File: src/rtl/pwm_pkg.sv
// Shared definitions for the dead-time PWM gate driver: FSM states and
// the default width of the dead-time count.
package pwm_pkg;

    localparam int DT_W_DEFAULT = 8;

    typedef enum logic [2:0] {
        ST_IDLE    = 3'd0,
        ST_HI_ON   = 3'd1,
        ST_LO_ON   = 3'd2,
        ST_DEAD    = 3'd3,
        ST_TRIPPED = 3'd4
    } pwm_state_e;

endpackage

File: src/rtl/deadtime_counter.sv
// Dead-time down-counter: loaded on entry to the dead interval, counts down
// once per cycle, and flags done on the last cycle of the interval.
module deadtime_counter #(
    parameter int DT_W = 8
) (
    input  logic            clk,
    input  logic            reset,
    input  logic            clr,
    input  logic            load,
    input  logic [DT_W-1:0] load_val,
    input  logic            dec,
    output logic            done
);

    logic [DT_W-1:0] count_q;
    logic [DT_W-1:0] count_d;

    // Next count: clear beats load beats decrement; decrement stops at zero.
    always_comb begin
        count_d = count_q;
        if (clr) begin
            count_d = '0;
        end else if (load) begin
            count_d = load_val;
        end else if (dec && (count_q != '0)) begin
            count_d = count_q - DT_W'(1);
        end
    end

    // Count register with synchronous reset.
    always_ff @(posedge clk) begin
        if (reset) begin
            count_q <= '0;
        end else begin
            count_q <= count_d;
        end
    end

    // A count of one means the current cycle is the last dead cycle.
    assign done = (count_q <= DT_W'(1));

endmodule

File: src/rtl/pwm_deadtime_gen.sv
// Complementary gate driver with programmable dead time, enable gating and
// a latched trip. Every output comes straight from a register.
module pwm_deadtime_gen
    import pwm_pkg::*;
#(
    parameter int DT_W = DT_W_DEFAULT
) (
    input  logic            clk,
    input  logic            reset,
    input  logic            enable,
    input  logic            pwm_in,
    input  logic [DT_W-1:0] dead_cycles,
    input  logic            trip,
    input  logic            trip_clr,
    output logic            gate_hi,
    output logic            gate_lo,
    output logic            dt_active,
    output logic            fault
);

    pwm_state_e      state_q;
    logic            pwm_q;
    logic            gate_hi_q;
    logic            gate_lo_q;
    logic            dt_active_q;
    logic            fault_q;

    logic            go_dead;
    logic            cnt_load;
    logic            cnt_dec;
    logic            cnt_clr;
    logic            cnt_done;
    logic [DT_W-1:0] dead_eff;

    // Register the PWM command; the FSM only ever looks at pwm_q.
    always_ff @(posedge clk) begin
        if (reset) begin
            pwm_q <= 1'b0;
        end else begin
            pwm_q <= pwm_in;
        end
    end

    // Counter control: load on entry to DEAD, count while in DEAD, clear on
    // any exit so the counter idles at zero.
    always_comb begin
        dead_eff = (dead_cycles == '0) ? DT_W'(1) : dead_cycles;
        go_dead  = !trip && enable &&
                   ((state_q == ST_IDLE) ||
                    ((state_q == ST_HI_ON) && !pwm_q) ||
                    ((state_q == ST_LO_ON) &&  pwm_q));
        cnt_load = go_dead;
        cnt_dec  = (state_q == ST_DEAD) && !trip && enable && !cnt_done;
        cnt_clr  = (state_q == ST_DEAD) && (trip || !enable || cnt_done);
    end

    deadtime_counter #(
        .DT_W (DT_W)
    ) u_deadtime_counter (
        .clk      (clk),
        .reset    (reset),
        .clr      (cnt_clr),
        .load     (cnt_load),
        .load_val (dead_eff),
        .dec      (cnt_dec),
        .done     (cnt_done)
    );

    // Gate FSM: reset > trip > enable > dead-time sequencing. Outputs are
    // written alongside the state so they line up with it exactly.
    always_ff @(posedge clk) begin
        if (reset) begin
            state_q     <= ST_IDLE;
            gate_hi_q   <= 1'b0;
            gate_lo_q   <= 1'b0;
            dt_active_q <= 1'b0;
            fault_q     <= 1'b0;
        end else if (trip) begin
            state_q     <= ST_TRIPPED;
            gate_hi_q   <= 1'b0;
            gate_lo_q   <= 1'b0;
            dt_active_q <= 1'b0;
            fault_q     <= 1'b1;
        end else if (state_q == ST_TRIPPED) begin
            // Stays latched until a clear arrives with trip low.
            gate_hi_q   <= 1'b0;
            gate_lo_q   <= 1'b0;
            dt_active_q <= 1'b0;
            if (trip_clr) begin
                state_q <= ST_IDLE;
                fault_q <= 1'b0;
            end else begin
                fault_q <= 1'b1;
            end
        end else if (!enable) begin
            state_q     <= ST_IDLE;
            gate_hi_q   <= 1'b0;
            gate_lo_q   <= 1'b0;
            dt_active_q <= 1'b0;
            fault_q     <= 1'b0;
        end else begin
            fault_q <= 1'b0;
            case (state_q)
                ST_IDLE: begin
                    state_q     <= ST_DEAD;
                    gate_hi_q   <= 1'b0;
                    gate_lo_q   <= 1'b0;
                    dt_active_q <= 1'b1;
                end
                ST_HI_ON: begin
                    if (!pwm_q) begin
                        state_q     <= ST_DEAD;
                        gate_hi_q   <= 1'b0;
                        dt_active_q <= 1'b1;
                    end
                end
                ST_LO_ON: begin
                    if (pwm_q) begin
                        state_q     <= ST_DEAD;
                        gate_lo_q   <= 1'b0;
                        dt_active_q <= 1'b1;
                    end
                end
                ST_DEAD: begin
                    // Side is chosen from pwm_q at the closing edge only, so
                    // a reverted command just re-enables the same side.
                    if (cnt_done) begin
                        dt_active_q <= 1'b0;
                        if (pwm_q) begin
                            state_q   <= ST_HI_ON;
                            gate_hi_q <= 1'b1;
                            gate_lo_q <= 1'b0;
                        end else begin
                            state_q   <= ST_LO_ON;
                            gate_hi_q <= 1'b0;
                            gate_lo_q <= 1'b1;
                        end
                    end
                end
                default: begin
                    state_q     <= ST_IDLE;
                    gate_hi_q   <= 1'b0;
                    gate_lo_q   <= 1'b0;
                    dt_active_q <= 1'b0;
                end
            endcase
        end
    end

    assign gate_hi   = gate_hi_q;
    assign gate_lo   = gate_lo_q;
    assign dt_active = dt_active_q;
    assign fault     = fault_q;

endmodule

File: config.mk
export PLATFORM = sky130hd
export DESIGN_NAME = pwm_deadtime_gen
export DESIGN_NICKNAME = d
export VERILOG_FILES = /design/src/rtl/pwm_pkg.sv /design/src/rtl/deadtime_counter.sv /design/src/rtl/pwm_deadtime_gen.sv
export SDC_FILE = /design/constraint.sdc
export NUM_CORES = 1
export LEC_CHECK = 0
export CAP_MARGIN = 30
export CORE_ASPECT_RATIO = 0.75
export CORE_MARGIN = 3
export CORE_UTILIZATION = 50
export DETAILED_ROUTE_END_ITERATION = 7
export PLACE_DENSITY = 0.85
export SLEW_MARGIN = 20
export SYNTH_ARGS = -nofsm -noshare
export SYNTH_HDL_FRONTEND = slang
export SYNTH_SLANG_ARGS = --single-unit
File: constraint.sdc
create_clock -name clk -period 3 [get_ports clk]
set_clock_uncertainty 0.2 [all_clocks]
set_input_delay 0.6 -clock clk [delete_from_list [all_inputs] [get_ports clk]]
set_output_delay 0.6 -clock clk [all_outputs]
set_load 0.1 [all_outputs]
# After elaboration in Yosys (flattened, before gate mapping)
# Cells that the tools add are included.
# Widths: inputs -> output; s select.
word_totals:
  regBits: 16
  in_bits: 14
  output_inout_bits: 4
  word_cells: 84
classes:
  addsub: 1
  order_cmp: 1
  eq_ne: 15
  muxes: 27
  bitwise_logic: 3
  n_reduce_logical: 29
ops:
  columns: ["op", "count"]
  rows:
  - ["$mux 8", 3]
  - ["$mux 3", 7]
  - ["$ne 5x4->1 const B", 3]
  - ["$mux 1", 12]
  - ["$ne 4x3->1 const B", 3]
  - ["$pmux 3 s4", 1]
  - ["$logic_and 1x1->1", 9]
  - ["$reduce_and 3->1", 3]
  - ["$le 8x1->1 const B", 1]
  - ["$logic_not 8->1", 1]
  - ["$ne 2x2->1 const B", 4]
  - ["$reduce_and 4->1", 2]
  - ["$reduce_bool 8->1", 1]
  - ["$sub 8x1->8 const B", 1]
  - ["$eq 3x2->1 const B", 2]
  - ["$pmux 1 s3", 2]
  - ["$logic_not 1->1", 4]
  - ["$logic_or 1x1->1", 4]
  - ["$pmux 1 s4", 1]
  - ["$reduce_or 2->1", 2]
  - ["$reduce_or 4->1", 1]
  - ["$eq 3x1->1 const B", 1]
  - ["$eq 3x3->1 const B", 1]
  - ["$logic_not 3->1", 1]
  - ["4 further kinds", 6]

# Depth between registers and ports, before layout
depth:
  depth_word: 7
  mapped_depth: 8
  depth_no_buf: 6

# Modules after synthesis
# Synthesis repeated with hierarchy kept, for this count alone.
hier_totals:
  cells_unflattened: 115
  area_unflattened_um2: 932.1
modules_own_cells:
  columns: ["module", "instances", "cells_each", "area_each_um2", "seq_area_each_um2"]
  rows:
  - ["deadtime_counter", 1, 59, 494.2, 160.2]
  - ["pwm_deadtime_gen", 1, 56, 437.9, 160.2]

# Worst setup path before layout
# No wires, ideal clock.
synth_timing:
  path_kind: "register -> register"
  startpoint: "register u_deadtime_counter.count_q[0]"
  endpoint: "register u_deadtime_counter.count_q[5]"
  setup_time_ns: 0.077
  t_arrival_ns: 1.895
  required_time_ns: 2.723
  slack_ns: 0.829
  path_stages_with_launch: 9
  path_buffers: 2
  period_less_slack_ns: 2.171
  cell_sequence: "dfxtp_1 > inv_1 > ha_1 > or2_0 > clkbuf_2 > and3_1 > buf_6 > or4_1 > a41oi_2"
synth_via:
  elab_chain_cells: 5
  elab_cells_between_ends: 12
  classes_between: "add/sub: 1; order compare: 1; mux: 2; reduce/logical: 8"
synth_lines:
  columns: ["item", "line_no", "rtl"]
  rows:
  - ["start, declared", "deadtime_counter.sv:15", "logic [DT_W-1:0] count_q;"]
  - ["start signal, assigned", "deadtime_counter.sv:35", "count_q <= count_d;"]
  - ["$le 8x1->1", "deadtime_counter.sv:40", "assign done = (count_q <= DT_W'(1));"]
  - ["$logic_not 1->1", "pwm_deadtime_gen.sv:53", "cnt_dec = (state_q == ST_DEAD) && !trip && enable && !cnt_done;"]
  - ["$logic_and 1x1->1", "pwm_deadtime_gen.sv:53", null]
  - ["$logic_and 1x1->1", "deadtime_counter.sv:25", "end else if (dec && (count_q != '0)) begin"]
  - ["$reduce_bool 2->1 (no line)", null, null]
# Parallel ways exist; a longest one is shown, timed or not. The select of a mux whose other input is x is not followed.
# A chain may end at the register's enable or synchronous reset.

# Worst setup path after layout
# Same ends and word-level chain as after synthesis.

==> run summary <==
* finished, final reports clean — status
* 4 — iteration count of the initial detailed-routing pass
* 0 — buffer count from post-CTS setup fixing
* 68.44% — post-layout util
* 0.0003839 V — peak supply drop
* 0.6906 ns — Tightest Pin Transition
* 0.28 ns — insertion delay of the later-clocked pin in the worst-skew pair
* 0.8578 — final weighted congestion in routability-driven placement
* 0.09 ns — clock transition at the registers of the reported paths
* 0 — number of remaining DRC errors
* 2.39 ns — Data arrival, critical path
* 58.10% — Starting Density
* 6 — count of cells along the worst register-to-register path
* 0 ns — setup total negative slack
* 17.79% — relative area change from synthesis to final layout
* 0 — initial antenna violation count
* 56.13 µm — Die Wd
* 143 — Finished Layout Cells
* flip-flop to flip-flop — kind of critical path
* 942.2 µm² — area of the mapped netlist
* 16 — number of sinks driven by the clock tree
* 3 — number of buffers added by the clock tree synthesis step
* 124 — net count of the mapped netlist
* 0.6252 ns — fin worst setup slack
* 0.4817 ns — Worst Setup Slack post-DPL
* 0 — antenna diode count
* yes — CTS tree
* sky130_fd_sc_hd__dfxtp_1 — leading cell type in the layout, fill and taps excluded
* 0.3836 nW — reported leakage power
* 0 — count of max-cap constraint violations
* 0 — antenna viol nets, final
* 108 — post-synthesis cell count
* 61 — DRT iter0 DRCs
* sky130_fd_sc_hd__or4_1 — cell with the biggest individual delay on the critical path
* 403.0 mW/mm² — areal power density over the cells
* u_deadtime_counter.count_q[5] — Reg2Reg Capture Point
* u_deadtime_counter.count_q[0] — crit path from
* 0 — synthesis warning total
* 0 — count of cells resized by post-cts repair
* 18 — number of I/O pins
* 2 — number of buffers between clock root and the deepest sink
* 0% — async set-or-reset flop fraction in the synthesized netlist
* 53.60% — worst-case headroom to the max-slew limit
* 11 — largest net degree at the start of global routing
* 143 — fill count
* 0.53 ns — Critical Path Max Stage Delay
* 17 — number of input and output port buffers inserted
* 0 — number of buffers inserted by hold repair at cts
* 0.002446 mm² — Total Die Area
* 16 — count of state elements after synthesis
* 0 — Pins Over Slew Limit
* inv_1, ha_1, or2_0, and3_1, or4_1, a41oi_2 — cells traversed along the worst timing path
* 34.00% — proportion of synthesized chip area in sequential cells
* 8.724 µm² — mean cell area of the mapped netlist
* sky130_fd_sc_hd__dfxtp_1 — Primary FF master, synth
* 2.299 mm — wirelength, routed
* 0 — number of hold violations in the final report
* flip-flop — Worst setup SP type
* 4.022 mm — wire length of the first global-routing pass
* 140 — nets@finish
* 0 — final setup violation count
* 16.08 µm — routed wire length per instance
* 1.765 mm — total half-perimeter wirelength after legalization and detailed placement
* 1 — deepest level of the CTS H-tree
* u_deadtime_counter.count_q[5] — end of the critical path
* 0.001622 mm² — CORE AREA
* 0.63 ns — R2R setup slack
* 9.836% — fraction of layout cells with a size suffix above 1
* false — setup repair after global routing missed its margin
* 12 — number of placement rows
* 421.1 MHz — Max Clk Rate
* 930 — routed via count
* 6.503 — routed via count divided by cell count
* sky130_fd_sc_hd__clkbuf_4 — clk root buf
* sky130_fd_sc_hd__dfxtp_1 (16), sky130_fd_sc_hd__clkdlybuf4s50_1 (13), sky130_fd_sc_hd__nand2_1 (8) — most frequent cells in the layout
* 43.59 µm — Die H
* 20.15% — combined global-route utilization of all metal layers
* 39 — post-synth cell types
* 7 — largest fanout on the critical path
* 0 — global route total overflow
* 79.16% — Final period util
* 876 — number of global-route vias before repair
* 3.01 ns — Req. time, crit path
* 2.375 ns — time the final worst path needs with I/O delays and setup
* 140 — dpl cells
* u_deadtime_counter.count_q[0] — worst r2r src
* flip-flop — critical path capture point type
* 0 — number of enable flip-flop cells after synthesis
* flip-flop to flip-flop — classification of the worst-slack hold path
[per-layer routing]
| metal | wire, µm | GRT usage, % |
|---|---|---|
| met1 | 1105 | 29.48 |
| met2 | 951 | 29.84 |
| met3 | 242 | 5.952 |
| met4 | 0 | 2.844 |
| met5 | 0 | 0 |
[per-stage QoR]
step	area (µm²)	hold slack (ns)	total power [mW]
after floorplan	942.2	0.3003	0.3106
after global placement	1087	0.3108	0.3366
after detailed placement	1087	0.3149	0.3390
after CTS	1110	0.3405	0.4502
after global routing	1110	0.3687	0.4712
final	1110	0.3315	0.4473
[critical path: cells and delay by family (launching register included)]
family | cells | cell delay, ns
fa+ha+maj | 1 | 0.22
simple gates | 3 | 1.19
flops | 1 | 0.46
compound gates | 1 | 0.14
buf+inv | 1 | 0.10
[worst min-delay path by stage]
stage / start / endpoint / slack [ns] / cells after the start
2_1_floorplan: pwm_q / gate_hi / 0.30 / 1
3_3_place_gp: gate_lo / gate_lo / 0.31 / 1
3_5_place_dp: gate_hi / gate_hi / 0.31 / 1
4_1_cts: gate_hi / gate_hi / 0.34 / 1
5_1_grt: gate_hi / gate_hi / 0.37 / 1
6_report: gate_hi / gate_hi / 0.33 / 1
[registers in the layout, summed over array words and instances, names as in the netlist]
signal and flops:
dt_active 1, fault 1, gate_hi 1, gate_lo 1, pwm_q 1, state_q 3, u_deadtime_counter.count_q 8
[report_power, final]
part	switching (mW)	total (mW)	internal, mW
sequential	0.0149	0.237	0.222
clock	0.0646	0.111	0.0466
combinational	0.0582	0.0995	0.0413
[layout make-up]
class	count	area, µm²	share of cell area [%]
repair buffers	17	160.2	14.43
inverters	4	15.01	1.353
clock buffers	3	22.52	2.029
flip-flops and latches	16	320.3	28.86
multi-input cells	82	565.5	50.96
well taps	21	26.28	2.368
[synthesized netlist by cell type, types with 3 or more instances]
master                     instances  share of area (%)
sky130_fd_sc_hd__dfxtp_1          16                 34
sky130_fd_sc_hd__nand2_1           8                3.2
sky130_fd_sc_hd__a21oi_1           6                3.2
sky130_fd_sc_hd__nor2_1            6                2.4
sky130_fd_sc_hd__nand3_1           5                2.7
sky130_fd_sc_hd__nor3_1            5                2.7
sky130_fd_sc_hd__nor4_1            5                3.3
sky130_fd_sc_hd__o211ai_1          5                4.0
sky130_fd_sc_hd__a31oi_1           4                2.7
sky130_fd_sc_hd__and3_1            4                2.7
sky130_fd_sc_hd__inv_1             4                1.6
sky130_fd_sc_hd__nand2b_1          4                2.7
sky130_fd_sc_hd__a211oi_1          3                2.4
[kinds of logic (layout without fill, tap and decap cells)]
family	Yosys count	count (layout)	share of synthesized area [%]
AO/OA/AOI/OAI	29	29	24.70
adder cells (fa/ha/maj)	2	2	2.656
buffers and inverters	10	24	5.975
flip-flops	16	16	34.00
multiplexers	1	1	1.062
AND/OR/NAND/NOR	50	50	31.61
Note: power is estimated with default switching activity, not from simulation.
